===== config.mk =====
export PLATFORM = sky130hd
export DESIGN_NAME = s208_z_rate_meter
export DESIGN_NICKNAME = d
export VERILOG_FILES = /design/src/rtl/s208_z_rate_meter.sv
export SDC_FILE = /design/constraint.sdc
export NUM_CORES = 1
export LEC_CHECK = 0
export ABC_AREA = 1
export CAP_MARGIN = 10
export CORE_UTILIZATION = 54
export DETAILED_ROUTE_END_ITERATION = 8
export PLACE_DENSITY = 0.8
export SETUP_SLACK_MARGIN = 0.3
export SYNTH_ARGS = -nofsm -noshare
export SYNTH_HDL_FRONTEND = slang
export SYNTH_SLANG_ARGS = --single-unit
export TNS_END_PERCENT = 30

===== constraint.sdc =====
create_clock -name clk -period 1.75 [get_ports clk]
set_input_delay 0.35 -clock clk [delete_from_list [all_inputs] [get_ports clk]]
set_output_delay 0.35 -clock clk [all_outputs]
set_load 0.01 [all_outputs]

===== src/rtl/s208_z_rate_meter.sv =====
// ============================================================================
// Module   : s208_z_rate_meter
// Counts Z-high enabled cycles over a programmable window; valid/ready result.
// Revision : 1.0
// ============================================================================
`default_nettype none

module s208_z_rate_meter #(
  parameter int CNT_W = 10,
  parameter int WIN_W = 10
) (
  input  logic             clk,
  input  logic             rstn,
  input  logic             z_in,
  input  logic             en,
  input  logic             start,
  input  logic             stop,
  input  logic             cont,
  input  logic [WIN_W-1:0] win_len,
  output logic             m_valid,
  input  logic             m_ready,
  output logic [CNT_W-1:0] m_count,
  output logic             m_sat,
  output logic             m_lost,
  output logic             busy
);

  typedef enum logic [0:0] {
    S_IDLE = 1'b0,
    S_RUN  = 1'b1
  } state_e;

  localparam logic [CNT_W-1:0] C_CNT_MAX = '1;

  state_e             state_q, state_d;
  logic [CNT_W-1:0]   acc_q, acc_d;
  logic               sat_q, sat_d;
  logic [WIN_W-1:0]   win_rem_q, win_rem_d;
  logic               cont_q, cont_d;
  logic               m_valid_q, m_valid_d;
  logic [CNT_W-1:0]   m_count_q, m_count_d;
  logic               m_sat_q, m_sat_d;
  logic               m_lost_q, m_lost_d;

  logic               w_sat_hit;
  logic [CNT_W-1:0]   w_acc_nxt;
  logic               w_sat_nxt;

  assign w_sat_hit = z_in && (acc_q == C_CNT_MAX);
  assign w_acc_nxt = w_sat_hit ? C_CNT_MAX : (acc_q + CNT_W'(z_in));
  assign w_sat_nxt = sat_q | w_sat_hit;

  always_comb begin
    state_d   = state_q;
    acc_d     = acc_q;
    sat_d     = sat_q;
    win_rem_d = win_rem_q;
    cont_d    = cont_q;
    m_count_d = m_count_q;
    m_sat_d   = m_sat_q;
    m_lost_d  = m_lost_q;
    // A transfer empties the slot unless a new result loads below.
    m_valid_d = m_valid_q & ~m_ready;

    case (state_q)
      S_IDLE: begin
        if (start) begin
          state_d   = S_RUN;
          acc_d     = '0;
          sat_d     = 1'b0;
          win_rem_d = win_len;
          cont_d    = cont;
          m_lost_d  = 1'b0;
        end
      end
      S_RUN: begin
        if (stop) begin
          state_d = S_IDLE;
        end else if (en) begin
          if (win_rem_q != '0) begin
            win_rem_d = win_rem_q - 1'b1;
            acc_d     = w_acc_nxt;
            sat_d     = w_sat_nxt;
          end else begin
            if (!m_valid_q || m_ready) begin
              m_count_d = w_acc_nxt;
              m_sat_d   = w_sat_nxt;
              m_valid_d = 1'b1;
            end else begin
              m_lost_d  = 1'b1;
            end
            // Continuous mode rearms on the same edge, so no enabled cycle is missed.
            if (cont_q) begin
              acc_d     = '0;
              sat_d     = 1'b0;
              win_rem_d = win_len;
            end else begin
              state_d   = S_IDLE;
            end
          end
        end
      end
      default: state_d = S_IDLE;
    endcase
  end

  always_ff @(posedge clk or negedge rstn) begin
    if (!rstn) begin
      state_q   <= S_IDLE;
      acc_q     <= '0;
      sat_q     <= 1'b0;
      win_rem_q <= '0;
      cont_q    <= 1'b0;
      m_valid_q <= 1'b0;
      m_count_q <= '0;
      m_sat_q   <= 1'b0;
      m_lost_q  <= 1'b0;
    end else begin
      state_q   <= state_d;
      acc_q     <= acc_d;
      sat_q     <= sat_d;
      win_rem_q <= win_rem_d;
      cont_q    <= cont_d;
      m_valid_q <= m_valid_d;
      m_count_q <= m_count_d;
      m_sat_q   <= m_sat_d;
      m_lost_q  <= m_lost_d;
    end
  end

  assign m_valid = m_valid_q;
  assign m_count = m_count_q;
  assign m_sat   = m_sat_q;
  assign m_lost  = m_lost_q;
  assign busy    = (state_q == S_RUN);

endmodule

`default_nettype wire

==> flow_summary.yaml, run 1 <==
global_route:
  grt_max_degree: 37
  overflow: 0
  grt_first_pass_wirelength_mm: 8.09
  grt_usage_pct: 24.8
  antenna_found_initial: 0
  grt_pass1_vias: 1869
cells_and_area:
  multi_input_area_um2: 1130
  final_nets: 382
  final-seq-area_um2: 903
  syn2layout_area_growth_pct: 30.3
  final_area_um2: 2820
  diodes: 0
  drive_above_1_share_pct: 19.1
  n_fill_cell: 298
synthesis:
  ys_seq_area_share_pct: 41.6
  syn_area_um2: 2160
  yosysMostFrequentCell: "nand2_1"
  async_flop_share_pct: 100
  syn_inst: 309
  yosysWarningCount: 0
  ys_seq_elements: 36
  synth_top_cell_by_area: "dfrtp_1"
  synth_cell_types: 24
  yosysTopAreaCellShare_pct: 41.6
  netlist_top_cells_count: "143 x nand2_1, 36 x dfrtp_1, 35 x inv_1, 20 x nand3_1, 17 x o21ai_0"
  synth_fp_nets: 331
  syn_avg_cell_area_um2: 7.00
  synth.area.top_cells: "dfrtp_1 42%, nand2_1 25%, inv_1 6.1%"
  ys.flop_type: "dfrtp_1"
  synth_edf_count: 0
critical_path:
  r2r_slack_ps: 130
  worstSetupEndpointType: "flop"
  reg2reg_from: "win_rem_q[0]"
  crit_path_start_kind: "flop"
  critPathKind: "flop to flop"
  reg2reg_depth: 11
  critPathMaxFanout: 6
  critPathArrivalTime_ps: 1850
  rr_endpoint: "m_count[9]"
  worstPathRequired_ps: 1980
  startpoint: "win_rem_q[0]"
route:
  drtIter0Drc: 152
  drtPass1Iterations: 4
  drc: 0
  wl_mm: 4.81
  routedWlPerCell_um: 11.8
  drtAntennaViolNets: 0
  vias: 2074
  viasPerCell: 5.07
clock_network:
  cts_num_sinks: 36
  cts_max_path_buffers: 2
  cts_made_buffers: 5
  cts_max_level: 2
  cts_tree: "done"
  clkLatencyLatePin_ps: 290
  clk_pin_slew_ps: 70
  root_buffer: "clkbuf_8"
power:
  power_density_nw_per_um2: 1100
  power.total_mw: 3.11
  p_leak_nw: 1.43
  ir_drop_mv: 0.621
placed_design:
  port-buffer-count: 31
  detailed_place_hpwl_mm: 3.31
  dpl_cell_area_um2: 2550
  gp_congestion: 0.883
  dp_slack_ps: -316
timing:
  slew_headroom_pct: 69.7
  holdWs_ps: 471
  setup_viol: 0
  finalCriticalPeriod_ps: 1620
  max_freq_mhz: 617
  setup_tns_ps: 0
  setup_slack_ps: 129
  skew_ps: 7.06
  worstMarginPinSlew_ps: 455
  fin_crit_sh_pct: 92.6
  hold_violations: 0
  slew_violations: 0
  rsz0062_at_grt: "yes"
floorplan:
  coreArea_um2: 3740
  die_h_um: 65.3
  rows: 22
  io_pins: 32
  die_width_um: 65.3
  die_area_um2: 4260
  start_util_pct: 57.8
status:
  status: "complete, no violations"
hold_path:
  hold_path.class: "primary input to asynchronous set/reset pin"
flow_run:
  cap_violations: 0
## metal layers
metal	vias to the layer above	track usage (%)	wire [um]
li1	1055	-	-
met1	950	33.7	2230
met2	65	39.8	2280
met3	4	5.21	266
met4	0	7.07	32
met5	-	0	0
## registers in the layout (all words and copies together), names as in the netlist
name and cells:
busy 1, m_valid 1, sat_q 1, acc_q 10, win_rem_q 10, m_sat 1
m_lost 1, m_count 10, cont_q 1
## kinds of logic (layout without fill, tap and decap cells)
family                   count (synthesis)  after routing  share of synthesized area, %
AO/OA/AOI/OAI                           21             21                          5.03
XOR/XNOR                                 2              2                         0.810
adder cells (fa/ha/maj)                  4              4                          2.31
buffers and inverters                   45             97                          9.54
flip-flops                              36             36                          41.6
multiplexers                             1              1                         0.463
AND/OR/NAND/NOR                        200            200                          40.2
## layout by cell type (no fill, tap or decap), drive strengths merged, types with 2 or more instances in the layout
cell type and instances:
nand2 147, inv 38, nor2 24, clkbuf 5
dlygate4sd2 2, nand3 23, clkdlybuf4s50 29, nand3b 2
buf 20, o21ai 20, dfrtp 36, ha 4
nand4 2, nor3 2
## worst max-delay path: stages (launching register included)
cell and delay, ps:
dfrtp_1 400, inv_2 90, ha_4 160, inv_4 40, nor2_4 100, nand3_2 90
nor2_4 150, nand3_4 100, nor2_4 150, buf_6 150, nand2_1 60, nand2_1 70
## cell type report
cell class	count	area share (%)
Clock buffer	5	2.44
Clock inverter	3	1.51
Inverter	38	5.33
Multi-Input combinational cell	228	40.0
Sequential cell	36	32.0
Tap cell	48	2.13
Timing Repair Buffer	51	16.5
## power by group
group	switching [mW]	leakage [nW]	internal (mW)	total, mW
Combinational	0.704	0.894	0.533	1.24
Clock	0.304	0.0541	0.421	0.725
Sequential	0.172	0.477	0.979	1.15
Total	1.18	1.43	1.93	3.11
## metrics by stage
step | utilization (%) | cells
finish | 75.3 | 409
global route | 75.3 | 409
CTS | 73.4 | 407
detailed placement | 68.2 | 390
global placement | 68.2 | 390
floorplan | - | 309
## worst max path at each step
stage                             to
final                     m_count[9]
after global routing      m_count[2]
after CTS                 m_count[9]
after detailed placement    acc_q[6]
after global placement      acc_q[6]
after floorplan           m_count[0]
## what timing repair did
item                                    CTS  global route
endpoints found under the setup margin   47            47
gates cloned                              1             0
pin swaps                                 8             7
hold buffers                              0             0
setup buffers                             8             2
gates resized for setup                  12            17
(Power assumes the default switching activity.)
==> run 2: changes to the inputs <==
--- a/config.mk
+++ b/config.mk
@@ -9,7 +9,9 @@
 export CAP_MARGIN = 10
 export CORE_UTILIZATION = 54
 export DETAILED_ROUTE_END_ITERATION = 8
+export MAX_ROUTING_LAYER = met4
 export PLACE_DENSITY = 0.8
+export RECOVER_POWER = 25
 export SETUP_SLACK_MARGIN = 0.3
 export SYNTH_ARGS = -nofsm -noshare
 export SYNTH_HDL_FRONTEND = slang
==> run 2 against run 1 <==
Sequential power about the same. Combinational power down 9%. Critical path depth unchanged. Register-to-register slack gained 20 ps. Highest routed layer unchanged. Setup slack improved by 21 ps. Largest cell class unchanged. Clock skew up 2.6 ps. Power fell by 7.5%. Clock-buffer cell count did not move. Core utilization shrank 1.3 points.
==> flow_summary.yaml, run 2 (synthesized netlist as in run 1, its figures left out) <==
power:
  p_leak_nw: 1.41
  ir_drop_mv: 0.655
  power_density_nw_per_um2: 1040
timing:
  setup_slack_ps: 150
  finalCriticalPeriod_ps: 1600
  rsz0062_at_grt: "yes"
  fin_crit_sh_pct: 91.4
  worstMarginPinSlew_ps: 894
  max_freq_mhz: 625
  skew_ps: 9.67
  setup_tns_ps: 0
  setup_viol: 0
  hold_violations: 0
  slew_violations: 0
  slew_headroom_pct: 40.4
clock_network:
  root_buffer: "clkbuf_8"
  cts_made_buffers: 5
  cts_max_level: 2
  cts_max_path_buffers: 2
  clk_pin_slew_ps: 80
  cts_num_sinks: 36
  cts_tree: "done"
  clkLatencyLatePin_ps: 290
floorplan:
  coreArea_um2: 3740
  die_width_um: 65.3
  die_area_um2: 4260
  io_pins: 32
  start_util_pct: 57.8
  die_h_um: 65.3
  rows: 22
global_route:
  grt_pass1_vias: 1913
  grt_usage_pct: 26.3
  overflow: 0
  grt_first_pass_wirelength_mm: 8.29
  antenna_found_initial: 0
  grt_max_degree: 37
critical_path:
  r2r_slack_ps: 150
  crit_top_cell: "nor2_4"
  critPathKind: "flop to flop"
  rr_endpoint: "m_count[4]"
  slowest_delay_ps: 410
  crit_cells: 11
  critPathBufInv: 3
  critPathTopFamily: "simple AND/OR/NAND/NOR gates"
  path_cells: "inv_2 -> ha_4 -> inv_2 -> nor2_4 -> nand3_2 -> nor2_4 -> nand3_2 -> nor2_4 -> inv_4 -> nand2_1 -> nand2_1"
  reg2reg_depth: 11
  worstPathRequired_ps: 1930
  critPathMaxFanout: 11
  critPathArrivalTime_ps: 1780
  reg2reg_from: "win_rem_q[0]"
  crit_path_start_kind: "flop"
  cpMaxStageDelayCell: "dfrtp_1"
  worstSetupEndpointType: "flop"
cells_and_area:
  final_common_cell: "nand2_1"
  drive_above_1_share_pct: 18.7
  diodes: 0
  syn2layout_area_growth_pct: 28.1
  multi_input_area_um2: 1120
  final_cell_mix: "135 x nand2_1, 34 x dfrtp_1, 32 x inv_1, 28 x clkdlybuf4s50_1, 20 x nand3_1"
  final-seq-area_um2: 903
  n_fill_cell: 302
  final_nets: 380
hold_path:
  min_to: "m_count[2]"
  hp-start: "m_count[2]"
  hold_path.class: "flop to flop"
  holdPathStages: 2
route:
  wl_mm: 4.79
  drtIter0Drc: 132
  drtPass1Iterations: 4
  drc: 0
  vias: 2044
  drtAntennaViolNets: 0
  routedWlPerCell_um: 11.8
  viasPerCell: 5.02
placed_design:
  gp_congestion: 0.929
  detailed_place_hpwl_mm: 3.18
  port-buffer-count: 31
  dp_slack_ps: -337
status:
  status: "complete, no violations"
flow_run:
  cap_violations: 0
==> run 2: routing by layer <==
metal	wire [um]	GRT usage (%)	share of wire (%)	up-vias
met1	2150	33.4	45	929
li1	-	-	-	1051
met3	295	6.25	6.2	4
met5	0	-	0	-
met4	45	6.52	0.94	0
met2	2290	42.3	48	60
==> run 2: power breakdown <==
group          switching (mW)  internal [mW]  leakage, nW  total (mW)
sequential              0.171          0.976        0.477        1.15
combinational           0.653          0.476        0.884        1.13
clock                   0.324          0.278       0.0479       0.602
total                    1.15           1.73         1.41        2.88
==> run 2: worst register-to-register path: stages (launching register included) <==
cell     delay [ps]
dfrtp_1         410
inv_2            90
ha_4            140
inv_2            50
nor2_4           70
nand3_2          80
nor2_4          130
nand3_2         110
nor2_4          180
inv_4            90
nand2_1          90
nand2_1          70
==> run 2: how the worst max path moves through the flow <==
stage | from | end | slack (ps)
global route | win_rem_q[0] | m_count[4] | 40
detailed placement | z_in | acc_q[6] | -340
floorplan | win_rem_q[1] | m_count[0] | 200
CTS | win_rem_q[0] | m_sat | 180
global placement | z_in | acc_q[6] | -240
finish | win_rem_q[0] | m_count[4] | 150
==> run 2: repair_timing <==
action	in CTS	in global routing
pin swaps	11	2
hold buffers	0	0
buffers inserted	6	1
endpoints found under the hold margin	0	0
resized for setup	20	8
endpoints found under the setup margin	47	47
cloned	1	0
==> run 2: cell type report <==
type                       instances  area share, %
sequential                        36           32.6
clock inverter                     3          0.678
timing repair buffer              49           16.3
tap                               48           2.17
inverter                          38           5.24
clock buffer                       5           2.48
multi-input combinational        228           40.5
==> run 2: stage by stage <==
| step | std cells | utilization (%) | area [um^2] | power [mW] | hold WS [ps] |
|---|---|---|---|---|---|
| global placement | 391 | 68.4 | 2560 | 2.14 | 455 |
| global route | 407 | 74.0 | 2770 | 3.11 | 501 |
| finish | 407 | 74.0 | 2770 | 2.88 | 476 |
| floorplan | 309 | - | 2180 | 1.89 | 54.4 |
| CTS | 406 | 73.3 | 2740 | 2.83 | 480 |
| detailed placement | 391 | 68.4 | 2560 | 2.16 | 460 |
==> run 3: changes to the inputs <==
--- a/config.mk
+++ b/config.mk
@@ -7,10 +7,10 @@
 export LEC_CHECK = 0
 export ABC_AREA = 1
 export CAP_MARGIN = 10
-export CORE_UTILIZATION = 54
+export CORE_UTILIZATION = 50
 export DETAILED_ROUTE_END_ITERATION = 8
 export MAX_ROUTING_LAYER = met4
-export PLACE_DENSITY = 0.8
+export PLACE_DENSITY = 0.74
 export RECOVER_POWER = 25
 export SETUP_SLACK_MARGIN = 0.3
 export SYNTH_ARGS = -nofsm -noshare
==> run 3 against run 2 <==
Sequential cell count is the same. Setup slack improved by 15 ps. Clock power increased by 24%. Wire length rose by 8.9%. Final cell count grew 2.2%. Critical path depth unchanged. Critical path type unchanged. Critical endpoint is now m_count[5]. Largest power group is now combinational logic.
==> flow_summary.yaml, run 3 (synthesized netlist as in run 1, its figures left out) <==
route:
  drtAntennaViolNets: 0
  drc: 0
  drtPass1Iterations: 4
  wl_mm: 5.22
  vias: 2091
  viasPerCell: 5.03
  routedWlPerCell_um: 12.5
  drtIter0Drc: 128
cells_and_area:
  drive_above_1_share_pct: 21.3
  final-seq-area_um2: 906
  final_cell_mix: "135 x nand2_1, 32 x inv_1, 32 x dfrtp_1, 28 x clkdlybuf4s50_1, 21 x buf_4"
  n_fill_cell: 329
  final_nets: 387
  syn2layout_area_growth_pct: 34.0
  stdcell_count: 416
  multi_input_area_um2: 1180
  diodes: 0
  final_common_cell: "nand2_1"
hold_path:
  hold_path.class: "flop to flop"
  hp-start: "m_count[0]"
placed_design:
  port-buffer-count: 31
  gp_congestion: 0.879
  detailed_place_hpwl_mm: 3.36
  dp_cells: 393
  dp_slack_ps: -316
global_route:
  antenna_found_initial: 0
  overflow: 0
  grt_pass1_vias: 1892
  grt_usage_pct: 24.3
  grt_max_degree: 37
  grt_first_pass_wirelength_mm: 8.07
critical_path:
  worstSetupEndpointType: "flop"
  critPathArrivalTime_ps: 1820
  r2r_slack_ps: 170
  reg2reg_from: "win_rem_q[0]"
  worstPathRequired_ps: 1990
  critPathMaxFanout: 8
  crit_path_start_kind: "flop"
  startpoint: "win_rem_q[0]"
  critPathKind: "flop to flop"
floorplan:
  die_width_um: 67.8
  rows: 23
  die_area_um2: 4590
  io_pins: 32
  die_h_um: 67.8
  coreArea_um2: 4090
  start_util_pct: 52.9
clock_network:
  clk_pin_slew_ps: 80
  cts_max_path_buffers: 2
  clkLatencyLatePin_ps: 300
  cts_max_level: 2
  root_buffer: "clkbuf_8"
  cts_tree: "done"
  cts_hold_buf: 0
  cts_made_buffers: 5
  cts_num_sinks: 36
power:
  p_leak_nw: 1.47
  ir_drop_mv: 0.902
  power_density_nw_per_um2: 1130
timing:
  max_freq_mhz: 631
  setup_slack_ps: 166
  setup_viol: 0
  skew_ps: 4.52
  fin_crit_sh_pct: 90.5
  slew_headroom_pct: 41.7
  hold_violations: 0
  finalCriticalPeriod_ps: 1580
  setup_tns_ps: 0
  rsz0062_at_grt: "yes"
  worstMarginPinSlew_ps: 875
  slew_violations: 0
flow_run:
  cap_violations: 0
status:
  status: "complete, no violations"
run 3: cell count changes in the layout (fill, tap and decap cells not counted), sizes merged:
| cell | previous run | this run |
|---|---|---|
| bufinv | 0 | 1 |
| clkinv | 3 | 1 |
| nand2 | 147 | 148 |
| clkinvlp | 0 | 1 |
| buf | 17 | 23 |
run 3: worst paths after layout:
path | to | cells after the start
max reg2reg | m_count[5] | 11
min | m_count[0] | 2
max | m_count[5] | 11
min reg2reg | m_count[0] | 2
max in group asynchronous | win_rem_q[2] | 2
min in group asynchronous | acc_q[8] | 2
run 3: timing repair:
action / 4_1_cts / 5_1_grt
buffers inserted: 12 / 2
cloned: 0 / 1
setup endpoints to repair: 47 / 46
pin swaps: 12 / 2
gates resized for setup: 21 / 16
run 3: layout make-up:
class | count | share of cell area [%]
clock buffer | 5 | 2.37
sequential | 36 | 31.2
inverter | 38 | 5.18
timing repair buffer | 55 | 17.0
multi-input combinational | 229 | 40.6
clock inverter | 3 | 1.47
tap | 50 | 2.16
run 3: layer usage:
metal / share of wire [%] / vias to the layer above / routed length (um) / track usage (%)
li1: - / 1060 / - / -
met1: 44 / 955 / 2300 / 30.0
met2: 48 / 67 / 2530 / 38.7
met3: 6.1 / 9 / 317 / 6.25
met4: 1.3 / 0 / 68 / 7.55
met5: 0 / - / 0 / -
run 3: metrics by stage:
stage	hold slack [ps]	area (um^2)	util [%]	power, mW
6_report	476	2900	70.9	3.28
5_1_grt	498	2900	70.9	3.52
4_1_cts	435	2830	69.3	3.09
3_5_place_dp	460	2570	63.0	2.18
3_3_place_gp	456	2570	63.0	2.15
2_1_floorplan	54.4	2180	-	1.89
run 3: power breakdown:
group / leakage, nW / switching, mW / internal (mW) / total [mW]
Sequential: 0.474 / 0.162 / 0.981 / 1.14
Clock: 0.0541 / 0.323 / 0.422 / 0.744
Combinational: 0.939 / 0.801 / 0.595 / 1.40
run 3: worst max-delay path, stage by stage, from the launching register on:
cell and delay (ps):
dfrtp_1 390, inv_2 80, ha_4 160, inv_4 40
nor2_4 70, nand3_2 80, nor2_4 130, nand3_2 120
nor2_4 170, buf_6 150, nand2_1 60, nand2_1 60
